<file path="config.mk">
export PLATFORM = sky130hd
export DESIGN_NAME = store_unit_flat
export DESIGN_NICKNAME = d
export VERILOG_FILES = /design/src/rtl/store_unit_pkg.sv /design/src/rtl/store_unit_if.sv /design/src/rtl/store_lane_gen.sv /design/src/rtl/store_unit.sv /design/src/flat_wrapper.sv
export SDC_FILE = /design/constraint.sdc
export NUM_CORES = 1
export LEC_CHECK = 0
export BUFFER_PORTS_ARGS = -buffer_cell sky130_fd_sc_hd__buf_2
export CAP_MARGIN = 30
export CORE_ASPECT_RATIO = 0.5
export CORE_MARGIN = 2
export CORE_UTILIZATION = 50
export DETAILED_ROUTE_END_ITERATION = 12
export PLACE_DENSITY = 0.77
export REMOVE_ABC_BUFFERS = 1
export SETUP_SLACK_MARGIN = 0.4
export SYNTH_ARGS = -nofsm -noshare
export SYNTH_HDL_FRONTEND = slang
export SYNTH_SLANG_ARGS = --single-unit
</file>
<file path="constraint.sdc">
create_clock -name clk -period 9.4 [get_ports clk]
set_clock_uncertainty 0.05 [all_clocks]
set_input_delay 1.88 -clock clk [delete_from_list [all_inputs] [get_ports clk]]
set_output_delay 1.88 -clock clk [all_outputs]
set_load 0.005 [all_outputs]
</file>
<file path="src/rtl/store_unit_pkg.sv">
// -----------------------------------------------------------------------------
// store_unit_pkg
// Shared definitions for the load/store data path:
//   - funct3 encodings for loads (LB/LH/LW/LBU/LHU) and stores (SB/SH/SW)
//   - store_state_e : sequencing states of the store unit
//   - store_size_mask() : right-justified byte-lane mask for a store funct3
// -----------------------------------------------------------------------------
package store_unit_pkg;

    // Load encodings, kept here so the load and store paths share one source.
    localparam logic [2:0] F3_LB  = 3'b000;
    localparam logic [2:0] F3_LH  = 3'b001;
    localparam logic [2:0] F3_LW  = 3'b010;
    localparam logic [2:0] F3_LBU = 3'b100;
    localparam logic [2:0] F3_LHU = 3'b101;

    // Store encodings.
    localparam logic [2:0] F3_SB  = 3'b000;
    localparam logic [2:0] F3_SH  = 3'b001;
    localparam logic [2:0] F3_SW  = 3'b010;

    typedef enum logic [1:0] {
        IDLE   = 2'd0,
        FIRST  = 2'd1,
        SECOND = 2'd2
    } store_state_e;

    // Byte mask before lane shifting: SB -> 0001, SH -> 0011, SW -> 1111.
    // Any other funct3 returns 0, which callers treat as an illegal store.
    function automatic logic [3:0] store_size_mask(input logic [2:0] f3);
        logic [3:0] m;
        m = 4'b0000;
        case (f3)
            F3_SB:   m = 4'b0001;
            F3_SH:   m = 4'b0011;
            F3_SW:   m = 4'b1111;
            default: m = 4'b0000;
        endcase
        return m;
    endfunction

endpackage

</file>
<file path="src/rtl/store_unit_if.sv">
// -----------------------------------------------------------------------------
// store_unit_if
// Bundles the store request side (from MEM stage) and the data-memory write
// side of the store unit.
//   request : req_valid, req_ready, funct3, addr, wdata
//   memory  : dm_req, dm_addr, dm_wdata, dm_strb, dm_gnt
//   status  : done, err
// Modports:
//   slave  - the store unit itself
//   master - the environment (pipeline + memory) driving the unit
// -----------------------------------------------------------------------------
interface store_unit_if #(
    parameter int ADDR_W = 32
);
    logic              req_valid;
    logic              req_ready;
    logic [2:0]        funct3;
    logic [ADDR_W-1:0] addr;
    logic [31:0]       wdata;

    logic              dm_req;
    logic [ADDR_W-1:0] dm_addr;
    logic [31:0]       dm_wdata;
    logic [3:0]        dm_strb;
    logic              dm_gnt;

    logic              done;
    logic              err;

    modport slave (
        input  req_valid, funct3, addr, wdata, dm_gnt,
        output req_ready, dm_req, dm_addr, dm_wdata, dm_strb, done, err
    );

    modport master (
        output req_valid, funct3, addr, wdata, dm_gnt,
        input  req_ready, dm_req, dm_addr, dm_wdata, dm_strb, done, err
    );

endinterface

</file>
<file path="src/rtl/store_lane_gen.sv">
// -----------------------------------------------------------------------------
// store_lane_gen
// Combinational lane generator for stores. Given the store type, the byte
// offset within the word and right-justified data, produces the byte-lane
// mask and lane-shifted data across two consecutive words.
//   funct3  in  store type (SB/SH/SW)
//   offset  in  addr[1:0]
//   wdata   in  rs2 data, right-justified
//   mask    out lane mask, [3:0] first word, [7:4] following word
//   data    out shifted data, [31:0] first word, [63:32] following word;
//               lanes outside the mask are zero
//   split   out store touches the following word
//   illegal out funct3 is not a store encoding (mask/data are zero)
// -----------------------------------------------------------------------------
module store_lane_gen
    import store_unit_pkg::*;
(
    input  logic [2:0]  funct3,
    input  logic [1:0]  offset,
    input  logic [31:0] wdata,
    output logic [7:0]  mask,
    output logic [63:0] data,
    output logic        split,
    output logic        illegal
);

    logic [3:0]  size_mask;
    logic [63:0] shifted;

    always_comb begin
        size_mask = store_size_mask(funct3);
        illegal   = (size_mask == 4'b0000);
        mask      = {4'b0000, size_mask} << offset;
        shifted   = {32'b0, wdata} << {offset, 3'b000};
        split     = |mask[7:4];

        // Upper rs2 bytes of SB/SH would otherwise leak into unwritten lanes.
        data = '0;
        for (int b = 0; b < 8; b++) begin
            data[8*b +: 8] = mask[b] ? shifted[8*b +: 8] : 8'h00;
        end
    end

endmodule

</file>
<file path="src/rtl/store_unit.sv">
// -----------------------------------------------------------------------------
// store_unit
// Turns one store request into one or two word-aligned data-memory writes
// with byte strobes. Stores crossing a word boundary are issued as two
// back-to-back writes (SPLIT_EN=1) or rejected with err (SPLIT_EN=0).
//
//   state  | meaning
//   -------+-----------------------------------------------------------------
//   IDLE   | req_ready=1, waiting for a request; dm_req=0
//   FIRST  | first (or only) word write presented, waiting for dm_gnt
//   SECOND | second word write of a split store presented, waiting for dm_gnt
//
// Ports:
//   clk  - clock, rising edge
//   rst  - asynchronous reset, active-high
//   bus  - store_unit_if.slave (request, memory and status signals)
// All memory-side outputs and done/err are registered; req_ready decodes the
// state register so it returns to 1 together with the done pulse.
// -----------------------------------------------------------------------------
module store_unit
    import store_unit_pkg::*;
#(
    parameter bit SPLIT_EN = 1'b1,
    parameter int ADDR_W   = 32
) (
    input  logic        clk,
    input  logic        rst,
    store_unit_if.slave bus
);

    store_state_e      state_q, state_d;

    logic              dm_req_q,   dm_req_d;
    logic [ADDR_W-1:0] dm_addr_q,  dm_addr_d;
    logic [31:0]       dm_wdata_q, dm_wdata_d;
    logic [3:0]        dm_strb_q,  dm_strb_d;
    logic              done_q,     done_d;
    logic              err_q,      err_d;

    // Second-beat payload captured at accept so the request inputs can change.
    logic              split_q,    split_d;
    logic [3:0]        hi_strb_q,  hi_strb_d;
    logic [31:0]       hi_wdata_q, hi_wdata_d;

    logic [7:0]        lane_mask;
    logic [63:0]       lane_data;
    logic              lane_split;
    logic              lane_illegal;

    logic              req_ready;
    logic              accept;

    store_lane_gen u_lane_gen (
        .funct3  (bus.funct3),
        .offset  (bus.addr[1:0]),
        .wdata   (bus.wdata),
        .mask    (lane_mask),
        .data    (lane_data),
        .split   (lane_split),
        .illegal (lane_illegal)
    );

    assign req_ready = (state_q == IDLE);
    assign accept    = bus.req_valid && req_ready;

    always_comb begin
        state_d    = state_q;
        dm_req_d   = 1'b0;
        dm_addr_d  = '0;
        dm_wdata_d = '0;
        dm_strb_d  = '0;
        done_d     = 1'b0;
        err_d      = 1'b0;
        split_d    = split_q;
        hi_strb_d  = hi_strb_q;
        hi_wdata_d = hi_wdata_q;

        unique case (state_q)
            IDLE: begin
                if (accept) begin
                    if (lane_illegal || (lane_split && !SPLIT_EN)) begin
                        err_d = 1'b1;
                    end else begin
                        state_d    = FIRST;
                        dm_req_d   = 1'b1;
                        dm_addr_d  = {bus.addr[ADDR_W-1:2], 2'b00};
                        dm_strb_d  = lane_mask[3:0];
                        dm_wdata_d = lane_data[31:0];
                        split_d    = lane_split;
                        hi_strb_d  = lane_mask[7:4];
                        hi_wdata_d = lane_data[63:32];
                    end
                end
            end

            FIRST: begin
                dm_req_d   = 1'b1;
                dm_addr_d  = dm_addr_q;
                dm_wdata_d = dm_wdata_q;
                dm_strb_d  = dm_strb_q;
                if (bus.dm_gnt) begin
                    if (split_q) begin
                        state_d    = SECOND;
                        // Wraps modulo 2^ADDR_W at the top of the address space.
                        dm_addr_d  = dm_addr_q + ADDR_W'(4);
                        dm_strb_d  = hi_strb_q;
                        dm_wdata_d = hi_wdata_q;
                    end else begin
                        state_d    = IDLE;
                        dm_req_d   = 1'b0;
                        dm_addr_d  = '0;
                        dm_wdata_d = '0;
                        dm_strb_d  = '0;
                        done_d     = 1'b1;
                    end
                end
            end

            SECOND: begin
                dm_req_d   = 1'b1;
                dm_addr_d  = dm_addr_q;
                dm_wdata_d = dm_wdata_q;
                dm_strb_d  = dm_strb_q;
                if (bus.dm_gnt) begin
                    state_d    = IDLE;
                    dm_req_d   = 1'b0;
                    dm_addr_d  = '0;
                    dm_wdata_d = '0;
                    dm_strb_d  = '0;
                    done_d     = 1'b1;
                end
            end

            default: begin
                state_d = IDLE;
            end
        endcase
    end

    always_ff @(posedge clk or posedge rst) begin
        if (rst) begin
            state_q    <= IDLE;
            dm_req_q   <= 1'b0;
            dm_addr_q  <= '0;
            dm_wdata_q <= '0;
            dm_strb_q  <= '0;
            done_q     <= 1'b0;
            err_q      <= 1'b0;
            split_q    <= 1'b0;
            hi_strb_q  <= '0;
            hi_wdata_q <= '0;
        end else begin
            state_q    <= state_d;
            dm_req_q   <= dm_req_d;
            dm_addr_q  <= dm_addr_d;
            dm_wdata_q <= dm_wdata_d;
            dm_strb_q  <= dm_strb_d;
            done_q     <= done_d;
            err_q      <= err_d;
            split_q    <= split_d;
            hi_strb_q  <= hi_strb_d;
            hi_wdata_q <= hi_wdata_d;
        end
    end

    assign bus.req_ready = req_ready;
    assign bus.dm_req    = dm_req_q;
    assign bus.dm_addr   = dm_addr_q;
    assign bus.dm_wdata  = dm_wdata_q;
    assign bus.dm_strb   = dm_strb_q;
    assign bus.done      = done_q;
    assign bus.err       = err_q;

endmodule

</file>
<file path="src/flat_wrapper.sv">
// flat-port wrapper written by rule: the top's interface ports become plain ports
module store_unit_flat import store_unit_pkg::*;
#(
    parameter bit SPLIT_EN = 1'b1,
    parameter int ADDR_W   = 32
)
  (clk, rst, bus_req_valid, bus_funct3, bus_addr, bus_wdata, bus_dm_gnt, bus_req_ready, bus_dm_req, bus_dm_addr, bus_dm_wdata, bus_dm_strb, bus_done, bus_err);
  store_unit_if #(.ADDR_W(ADDR_W)) bus_i ();
  input  logic clk;
  input  logic rst;
  input wire logic [$bits(bus_i.req_valid)-1:0] bus_req_valid;
  input wire logic [$bits(bus_i.funct3)-1:0] bus_funct3;
  input wire logic [$bits(bus_i.addr)-1:0] bus_addr;
  input wire logic [$bits(bus_i.wdata)-1:0] bus_wdata;
  input wire logic [$bits(bus_i.dm_gnt)-1:0] bus_dm_gnt;
  output wire logic [$bits(bus_i.req_ready)-1:0] bus_req_ready;
  output wire logic [$bits(bus_i.dm_req)-1:0] bus_dm_req;
  output wire logic [$bits(bus_i.dm_addr)-1:0] bus_dm_addr;
  output wire logic [$bits(bus_i.dm_wdata)-1:0] bus_dm_wdata;
  output wire logic [$bits(bus_i.dm_strb)-1:0] bus_dm_strb;
  output wire logic [$bits(bus_i.done)-1:0] bus_done;
  output wire logic [$bits(bus_i.err)-1:0] bus_err;
  assign bus_i.req_valid = bus_req_valid;
  assign bus_i.funct3 = bus_funct3;
  assign bus_i.addr = bus_addr;
  assign bus_i.wdata = bus_wdata;
  assign bus_i.dm_gnt = bus_dm_gnt;
  assign bus_req_ready = bus_i.req_ready;
  assign bus_dm_req = bus_i.dm_req;
  assign bus_dm_addr = bus_i.dm_addr;
  assign bus_dm_wdata = bus_i.dm_wdata;
  assign bus_dm_strb = bus_i.dm_strb;
  assign bus_done = bus_i.done;
  assign bus_err = bus_i.err;
  store_unit #(.SPLIT_EN(SPLIT_EN), .ADDR_W(ADDR_W)) u_core (.clk(clk), .rst(rst), .bus(bus_i));
endmodule
</file>
==> metrics <==
Worst Setup End Kind flop; post-synthesis xor/xnor area fraction about 1.3%; Yosys reg bits 99; startpoint types primary input; CTS resizes 0; Ports between 100 and 150; simple-gate share of the synthesized area approximately 15%; mapped cell area ~0.0053 sq mm; number of synthesized flops with an enable pin 0; initial antenna violation count 0; area added between synthesis and finish 21.1%; clock tree buffer depth 2; adder-cell share of the synthesized area 1.19%; DRT Pass-1 Iters 6; FP Rows 26; Non-Filler Instances 814; Root Buffer clkbuf_16; layout cell share with drive strength beyond 1 27.7%; leakage power roughly 3.2 nW; Synth cell types roughly 60; async set or reset register ratio after synthesis 100%; Compound-Gate Fraction of Synth Area a little under a quarter; Slew Limit Headroom 26.4%; synth top area cells dfrtp_1, a22oi_1, o21ai_0, mux2i_1, nand2_1; Mean Syn Cell Area about 9.6 sq um; placed insts ~800; vias in the first global route approximately 4500; top cell type's share of synthesized area about 47%; reg-to-reg startpoint u_core.state_q[1]; Clock transition at path regs 70 ps; post-DR vias/cell 6.04; most frequent cell after synthesis dfrtp_1; DRC viols 0; Hold Crit Start u_core.bus.dm_strb[3]; Detail Placement HPWL 9690 um; status finished, final reports clean; I/O Buffers 140; post-route cell area about 0.0064 sq mm; setup TNS 0 ps; Most used DFF post-synth dfrtp_1; Core ar. between 0.01 and 0.015 sq mm; post-CTS setup buffer count 0; maxcap violations 0; aggregate global-route resource usage 26.2%; die area 0.0114 sq mm; Final period util approximately two fifths; largest family of logic cells by synthesized area compound AO/OA/AOI/OAI gates; Routed WL approximately 15000 um; Setup CP Type in -> reg; initial core utilization approximately half; CTS sink count between 90 and 100; post-DR wirelength/cell 18.2 um; min-delay worst type reg -> reg; Worst EP arrival 4010 ps; worst skew pair latency 350 ps; CTS tree done; synth cell count leaders dfrtp_1, nand2_1, o21ai_0, a22oi_1, nor2_1; Tmin final between 3000 and 4000 ps; Final setup viols 0; global-route wire length before repair ~24000 um; power density cells roughly 210 mW/mm^2; Slew Viols, Final 0; CP max FO 12; Worst Path Required 9610 ps; final setup margin between 5000 and 6000 ps; Synth Instances between 500 and 600; gp weighted congestion ~0.8; CTS Buf Count 9; Post-DRT Antenna Nets 0; Peak VDD IR 0.0000993 V; ant diodes 0; detailed-route via count roughly 5000; mux cell area share after synthesis between 6 and 7%; Yosys warnings 0; area leader, netlist dfrtp_1; sequential share of the synthesized area between 40% and 50%; cell area after placement between 0.006 and 0.007 sq mm; nets around 750; grt ovf 0; initial DRC count roughly 450; Final Hold Fails 0; crit path from bus_dm_gnt; WHS 429 ps; die width approximately 150 um; Worst-Margin Slew around 1100 ps; Worst Setup Slack post-DPL roughly 5300 ps; H-Tree Level Count 3; cts hold-fix bufs 0; Die H 76.5 um; largest net degree at the start of global routing 64; RSZ-0062 raised after global routing no; Max Freq about 260 MHz
[registers in the layout (all words and copies together) (netlist names)]
signal	count
u_core.bus.dm_addr	30
u_core.bus.dm_wdata	32
u_core.state_q	2
u_core.hi_wdata_q	24
u_core.bus.done	1
u_core.bus.dm_strb	4
u_core.hi_strb_q	3
u_core.split_q	1
u_core.bus.err	1
u_core.bus.dm_req	1
[metal layers]
metal | global-route usage (%) | up-vias | part of all wire, % | wire [um]
met2 | 41.4 | 190 | 49 | 7200
met3 | 5.69 | 14 | 6.6 | 981
met5 | 0 | - | 0 | 0
met1 | 36.7 | 2427 | 44 | 6540
li1 | - | 2285 | - | -
met4 | 7.33 | 0 | 0.77 | 114
[cells in the final DEF (no fill, tap or decap), drive strengths merged, types with 10 or more instances in the layout]
cell	n
o21ai	58
nand2	60
clkbuf	10
inv	18
mux2i	26
a22oi	37
nor2	36
buf	147
a21oi	27
nand4	13
nor3	12
nand3	17
dfrtp	99
[where the power goes]
group	total (mW)	internal [mW]	switching [mW]
sequential	0.550	0.489	0.0603
combinational	0.368	0.132	0.235
clock	0.407	0.241	0.166
total	1.32	0.863	0.462
[metrics by stage]
stage,utilization [%],power [mW]
finish,62.3,1.32
global route,62.3,1.40
CTS,62.3,1.33
detailed placement,59.1,0.921
global placement,59.1,0.910
floorplan,-,0.754
[critical path, cell delays in order]
cell and delay, ps:
buf_2 140, o21bai_1 390, o21ai_1 280, nor2_2 590
o21ai_1 460, o21ai_0 270
[cell families (layout without fill, tap and decap cells)]
family	count (synthesis)	after routing
AOI/OAI and AO/OA	185	185
DFF	99	99
xor gates and xnor gates	8	8
buffers and inverters	55	180
other	1	2
adders and majority gates	5	5
muxes	35	35
and+or+nand+nor	160	160
[cell type report]
class | instances | area, sq um
clock buffer | 10 | 239
sequential | 99 | 2480
inverter | 17 | 66.3
fill | 883 | 3850
clock inverter | 6 | 87.6
tap | 140 | 175
multi-input combinational | 395 | 2560
timing repair buffer | 147 | 753
[final timing paths]
check | end | slack (ps) | cells after the start
worst max register to register | u_core.bus.dm_wdata[22] | 6290 | 7
max in group asynchronous | u_core.bus.dm_addr[12] | 6610 | 3
worst max-delay path | u_core.bus.dm_wdata[22] | 5600 | 6
worst min register to register | u_core.bus.dm_strb[3] | 430 | 2
min in group asynchronous | u_core.bus.dm_wdata[22] | 1500 | 2
worst min-delay path | u_core.bus.dm_strb[3] | 430 | 2
No activity file was read; power rests on OpenSTA's default activity.
